--- config.mk ---
export PLATFORM = sky130hd
export DESIGN_NAME = fetch_controller_flat
export DESIGN_NICKNAME = d
export VERILOG_FILES = /design/src/rtl/fetch_controller_if.sv /design/src/rtl/fetch_controller.sv /design/src/flat_wrapper.sv
export SDC_FILE = /design/constraint.sdc
export NUM_CORES = 1
export LEC_CHECK = 0
export CORE_ASPECT_RATIO = 0.9
export CORE_UTILIZATION = 43
export DETAILED_ROUTE_END_ITERATION = 8
export PLACE_DENSITY = 0.75
export SLEW_MARGIN = 10
export SYNTH_ARGS = -nofsm -noshare
export SYNTH_HDL_FRONTEND = slang
export SYNTH_SLANG_ARGS = --single-unit
export TNS_END_PERCENT = 30
--- constraint.sdc ---
create_clock -name clk -period 1.7 [get_ports clk]
set_input_delay 0.34 -clock clk [delete_from_list [all_inputs] [get_ports clk]]
set_output_delay 0.34 -clock clk [all_outputs]
set_load 0.005 [all_outputs]
--- src/rtl/fetch_controller_if.sv ---
// fetch_controller_if: instruction-memory fetch handshake between fetch_controller and imem.
interface fetch_controller_if #(parameter int ADDR_W = 6);
  logic              imem_req;
  logic [ADDR_W-1:0] imem_addr;
  logic              imem_ack;
  modport master (output imem_req, output imem_addr, input imem_ack);
  modport slave (input imem_req, input imem_addr, output imem_ack);
endinterface

--- src/rtl/fetch_controller.sv ---
// fetch_controller: PC sequencer with req/ack fetch, stall, redirect and halt; PC_WRAP_HALT_EN halts after fetching the last address.
module fetch_controller #(
  parameter int              ADDR_W    = 6,
  parameter logic [ADDR_W-1:0] RESET_VEC = '0
) (
  input  logic              clk,
  input  logic              reset,
  input  logic              start,
  input  logic              stall,
  input  logic              redirect,
  input  logic [ADDR_W-1:0] redirect_addr,
  input  logic              halt_req,
  fetch_controller_if.master imem,
  output logic              instr_valid,
  output logic [ADDR_W-1:0] pc_out,
  output logic              halted,
  output logic [15:0]       fetch_count
);
  typedef enum logic [1:0] {IDLE, FETCH, STALL, HALT} state_t;
  state_t            state_q, state_d;
  logic [ADDR_W-1:0] pc_q, pc_d, pc_out_q, pc_out_d;
  logic              valid_q, valid_d, req_q, halted_q;
  logic [15:0]       cnt_q, cnt_d;
  assign imem.imem_req  = req_q;
  assign imem.imem_addr = pc_q;
  assign instr_valid    = valid_q;
  assign pc_out         = pc_out_q;
  assign halted         = halted_q;
  assign fetch_count    = cnt_q;
  always_comb begin
    state_d  = state_q;
    pc_d     = pc_q;
    valid_d  = 1'b0;
    pc_out_d = pc_out_q;
    cnt_d    = cnt_q;
    case (state_q)
      IDLE:
        if (halt_req) state_d = HALT;
        else if (start) begin
          state_d = FETCH;
          pc_d    = RESET_VEC;
        end
      FETCH:
        if (halt_req) state_d = HALT;
        else if (redirect) pc_d = redirect_addr;
        else if (stall) state_d = STALL;
        else if (imem.imem_ack) begin
          valid_d  = 1'b1;
          pc_out_d = pc_q;
          pc_d     = pc_q + ADDR_W'(1);
          cnt_d    = cnt_q + 16'd1;
`ifdef PC_WRAP_HALT_EN
          if (&pc_q) begin
            pc_d    = pc_q;
            state_d = HALT;
          end
`endif
        end
      STALL:
        if (halt_req) state_d = HALT;
        else if (redirect) begin
          pc_d    = redirect_addr;
          state_d = stall ? STALL : FETCH;
        end else if (!stall) state_d = FETCH;
      default: ;
    endcase
  end
  // req/halted are registered copies of the next-state decode, so they track state exactly
  always_ff @(posedge clk) begin
    if (reset) begin
      state_q  <= IDLE;
      pc_q     <= RESET_VEC;
      pc_out_q <= '0;
      valid_q  <= 1'b0;
      cnt_q    <= '0;
      req_q    <= 1'b0;
      halted_q <= 1'b0;
    end else begin
      state_q  <= state_d;
      pc_q     <= pc_d;
      pc_out_q <= pc_out_d;
      valid_q  <= valid_d;
      cnt_q    <= cnt_d;
      req_q    <= (state_d == FETCH);
      halted_q <= (state_d == HALT);
    end
  end
endmodule

--- src/flat_wrapper.sv ---
// flat-port wrapper written by rule: the top's interface ports become plain ports
module fetch_controller_flat 
#(
  parameter int              ADDR_W    = 6,
  parameter logic [ADDR_W-1:0] RESET_VEC = '0
)
  (clk, reset, start, stall, redirect, redirect_addr, halt_req, instr_valid, pc_out, halted, fetch_count, imem_imem_req, imem_imem_addr, imem_imem_ack);
  fetch_controller_if #(.ADDR_W(ADDR_W)) imem_i ();
  input  logic clk;
  input  logic reset;
  input  logic start;
  input  logic stall;
  input  logic redirect;
  input  logic [ADDR_W-1:0] redirect_addr;
  input  logic halt_req;
  output logic instr_valid;
  output logic [ADDR_W-1:0] pc_out;
  output logic halted;
  output logic [15:0] fetch_count;
  output wire logic [$bits(imem_i.imem_req)-1:0] imem_imem_req;
  output wire logic [$bits(imem_i.imem_addr)-1:0] imem_imem_addr;
  input wire logic [$bits(imem_i.imem_ack)-1:0] imem_imem_ack;
  assign imem_imem_req = imem_i.imem_req;
  assign imem_imem_addr = imem_i.imem_addr;
  assign imem_i.imem_ack = imem_imem_ack;
  fetch_controller #(.ADDR_W(ADDR_W), .RESET_VEC(RESET_VEC)) u_core (.clk(clk), .reset(reset), .start(start), .stall(stall), .redirect(redirect), .redirect_addr(redirect_addr), .halt_req(halt_req), .imem(imem_i), .instr_valid(instr_valid), .pc_out(pc_out), .halted(halted), .fetch_count(fetch_count));
endmodule
==> metrics.md <==
| Metric | Value |
|---|---|
| Critical path's top delay family | simple AND/OR/NAND/NOR gates |
| WP data required | 1.93 ns |
| Ant. Diodes | 0 |
| Syn Nets | 215 |
| Fin Setup TNS | 0 ns |
| Worst slack, placed | -0.471 ns |
| Synth Area in Adders | 4.55% |
| Slew headroom | 81.1% |
| CP Class | reg -> reg |
| Multi-input gate area | 1000 sq um |
| Hold_buf cts | 0 |
| Netlist cell types | 36 |
| Slowest CP cell | or3_4 |
| # clock sinks | 33 |
| Routed via count | 1620 |
| CP Max Fanout | 5 |
| Global-route wire length before repair | 6670 um |
| Skew final | 0.00643 ns |
| H-Tree Depth | 2 |
| Synth Cell Area | 1650 sq um |
| Largest net degree at the start of global routing | 18 |
| Cells after Synth | 196 |
| Initial Utilization | 46.8% |
| Pwr/cell area | 916 nW/um^2 |
| DRT iter0 DRCs | 117 |
| Die height | 60.8 um |
| Unrepaired setup endpoints after global routing | yes |
| Nature of the critical path startpoint | register |
| Total design power | 2.25 mW |
| Post-DP HPWL | 2980 um |
| Arr. time, crit path | 1.92 ns |
| Largest family of logic cells by synthesized area | simple AND/OR/NAND/NOR gates |
| Routed WL | 4100 um |
| Worst-Skew Late Latency | 0.29 ns |
| Tightest Hold Check Type | reg -> reg |
| PortBufs | 43 |
| Outcome | finished clean |
| Core ar. | 3530 sq um |
| Sequential cell area fraction in the yosys report | 40.0% |
| Proportion of synthesized area in mux cells | 0.682% |
| Crit path buf inv count | 1 |
| Final nets | 280 |
| Rows | 20 |
| Logic pwr share | 36.3% |
| Final setup viols | 0 |
| Lkg Pwr | 0.949 nW |
| First-pass DRT Iterations | 4 |
| Reg clk slew, reported paths | 0.07 ns |
| Root buffer cell | clkbuf_8 |
| Final period utilization | 99.8% |
| FF+latch count, synth | 33 |
| Max cap viols | 0 |
| Wire per inst | 13.4 um |
| Die Area | 4090 sq um |
| Antenna-violating nets left | 0 |
| Area delta synth->final | 48.8% |
| Crit end category | register |
| Post-synthesis simple-gate area fraction | 24.7% |
| Vias in the first global route | 1497 |
| Residual DRC | 0 |
| Ports | 44 |
| # fillers | 289 |
| FF+latch area | 666 sq um |
| Synthesized area per cell | 8.43 sq um |
| Grt ovf | 0 |
| Worst slew pin tran | 0.282 ns |
| Sw power | 0.734 mW |
| Crit path time final | 1.70 ns |
| Initial antenna violation count | 0 |
| Switching Share | 32.6% |
| Xor/xnor cell area share of the yosys netlist | 10.1% |
| CTS tree | yes |
| Clk buf depth | 2 |
| Max stage delay on crit path | 0.38 ns |
| Peak supply drop | 639 uV |
| F_max | 589 MHz |
| Seq pwr share | 38.2% |
| Clk pwr share | 25.6% |
| Internal cell power | 1.52 mW |
| Core Util, Final | 69.6% |
| GRT Overall Usage | 22.0% |
| Via-to-Cell Ratio | 5.29 |
| Ys Warns | 0 |
| Die W | 67.3 um |
| Final hold violations | 0 |
| Ratio of cells with drive above 1 in the final layout | 19.8% |
| Max-slew violation count | 0 |
| Hold_ws | 0.454 ns |
| Post-route setup slack | 0.00346 ns |
| Post-synthesis compound-gate area fraction | 15.0% |
| Total clock buffers created by CTS | 5 |
| CP Cell Sequence | buf_6, ha_4, or3_4, nor2_4, o22ai_4, nor3_4, a32o_1 |
| Gpl congestion | 0.816 |
## power groups by stage
| stage | logic, mW | registers, mW | clock network, mW |
|---|---|---|---|
| after floorplan | 0.404 | 0.861 | 0 |
| after global placement | 0.686 | 0.859 | 0 |
| after detailed placement | 0.699 | 0.860 | 0 |
| after CTS | 0.733 | 0.851 | 0.582 |
| after global routing | 0.885 | 0.865 | 0.618 |
| final | 0.817 | 0.859 | 0.576 |
## cells in the mapped netlist
master	n	area (sq um)
or3b_1	1	8.76
nor3_4	1	16.3
or2b_4	1	11.3
or2_2	2	12.5
nand2_1	27	101
a32o_1	3	30.0
dfxtp_1	33	661
o211a_1	1	10.0
ha_1	6	75.1
nand3_1	10	50.1
nand4b_1	1	8.76
and4_1	3	26.3
and2_1	1	6.26
nor4_4	1	21.3
a22o_1	2	17.5
a211oi_1	2	15.0
nand4_1	3	18.8
xnor2_1	4	35.0
nor2_2	1	6.26
o22ai_1	1	6.26
inv_1	8	30.0
a21oi_1	15	75.1
clkbuf_8	2	27.5
and3_2	1	7.51
a31oi_1	1	6.26
o22a_1	2	17.5
o21ai_0	14	70.1
clkbuf_1	4	15.0
or3_1	1	6.26
nand2b_1	2	12.5
and3_1	1	6.26
xor2_1	15	131
nor2_1	22	82.6
nor3_1	1	5.00
buf_2	2	10.0
mux2_2	1	11.3
## logic make-up (layout without fill, tap and decap cells)
kind of cell | count (synthesis) | after routing
AOI/OAI and AO/OA | 41 | 41
xor gates and xnor gates | 19 | 19
adders and majority gates | 6 | 6
buffers and inverters | 16 | 82
DFF | 33 | 33
muxes | 1 | 1
and+or+nand+nor | 80 | 80
## metal layers
layer / track usage (%) / up-vias / share of wire [%]
met2: 36.7 / 62 / 49
li1: - / 800 / -
met4: 6.69 / 0 / 1.1
met5: 0 / - / 0
met3: 7.14 / 6 / 5.6
met1: 27.1 / 752 / 45
## worst paths after layout
path,from,slack (ns),cells past startpoint,to
min reg2reg,u_core.pc_out[4],0.45,2,u_core.pc_out[4]
min,u_core.pc_out[4],0.45,2,u_core.pc_out[4]
max,u_core.state_q[1],0.003,7,u_core.imem.imem_addr[3]
max reg2reg,u_core.state_q[1],0.003,7,u_core.imem.imem_addr[3]
## sequential cells by signal (all words and copies together), names as in the netlist
signal,cells
u_core.pc_out,6
u_core.imem.imem_addr,6
u_core.imem.imem_req,1
u_core.instr_valid,1
u_core.state_q,2
u_core.halted,1
u_core.fetch_count,16
## cell usage in the layout, fill, tap and decap left out, types with 2 or more instances in the layout
cell type / synthesis / layout
dlygate4sd2_1: 0 / 3
ha_4: 0 / 3
and4_1: 3 / 3
nor2_4: 0 / 2
clkbuf_8: 2 / 5
nand2b_1: 2 / 2
a21oi_1: 15 / 14
a32o_1: 3 / 3
clkdlybuf4s50_1: 0 / 40
xnor2_1: 4 / 4
inv_1: 8 / 6
inv_4: 0 / 2
a211oi_1: 2 / 2
a22o_1: 2 / 2
buf_4: 0 / 19
clkinv_2: 0 / 2
buf_6: 0 / 4
nand2_1: 27 / 27
xor2_1: 15 / 15
ha_1: 6 / 3
nor3_4: 1 / 2
o22a_1: 2 / 2
dfxtp_1: 33 / 31
nor2_1: 22 / 21
nand3_1: 10 / 10
o21ai_0: 14 / 13
nand4_1: 3 / 3
## layout make-up
type	instances	share of cell area (%)
Timing Repair Buffer	66	25.0
Sequential cell	33	27.1
Clock buffer	6	2.95
Clock inverter	2	0.407
Multi-Input combinational cell	147	40.9
Tap cell	44	2.24
Inverter	8	1.43
## repair_timing
item	in CTS	in global routing
buffers inserted	2	0
pin swaps	5	8
gates resized for setup	14	13
setup endpoints to repair	26	14
## through the flow
step | area, sq um | instances
2_1_floorplan | 1690 | 196
3_3_place_gp | 2270 | 296
3_5_place_dp | 2270 | 296
4_1_cts | 2410 | 306
5_1_grt | 2460 | 306
6_report | 2460 | 306
## worst min-delay path, delay by kind of cell, from the launching register on
family,cells,cell delay (ns)
DFF,1,0.31
and+or+nand+nor,1,0.05
AOI/OAI and AO/OA,1,0.05
(Power assumes the default switching activity.)
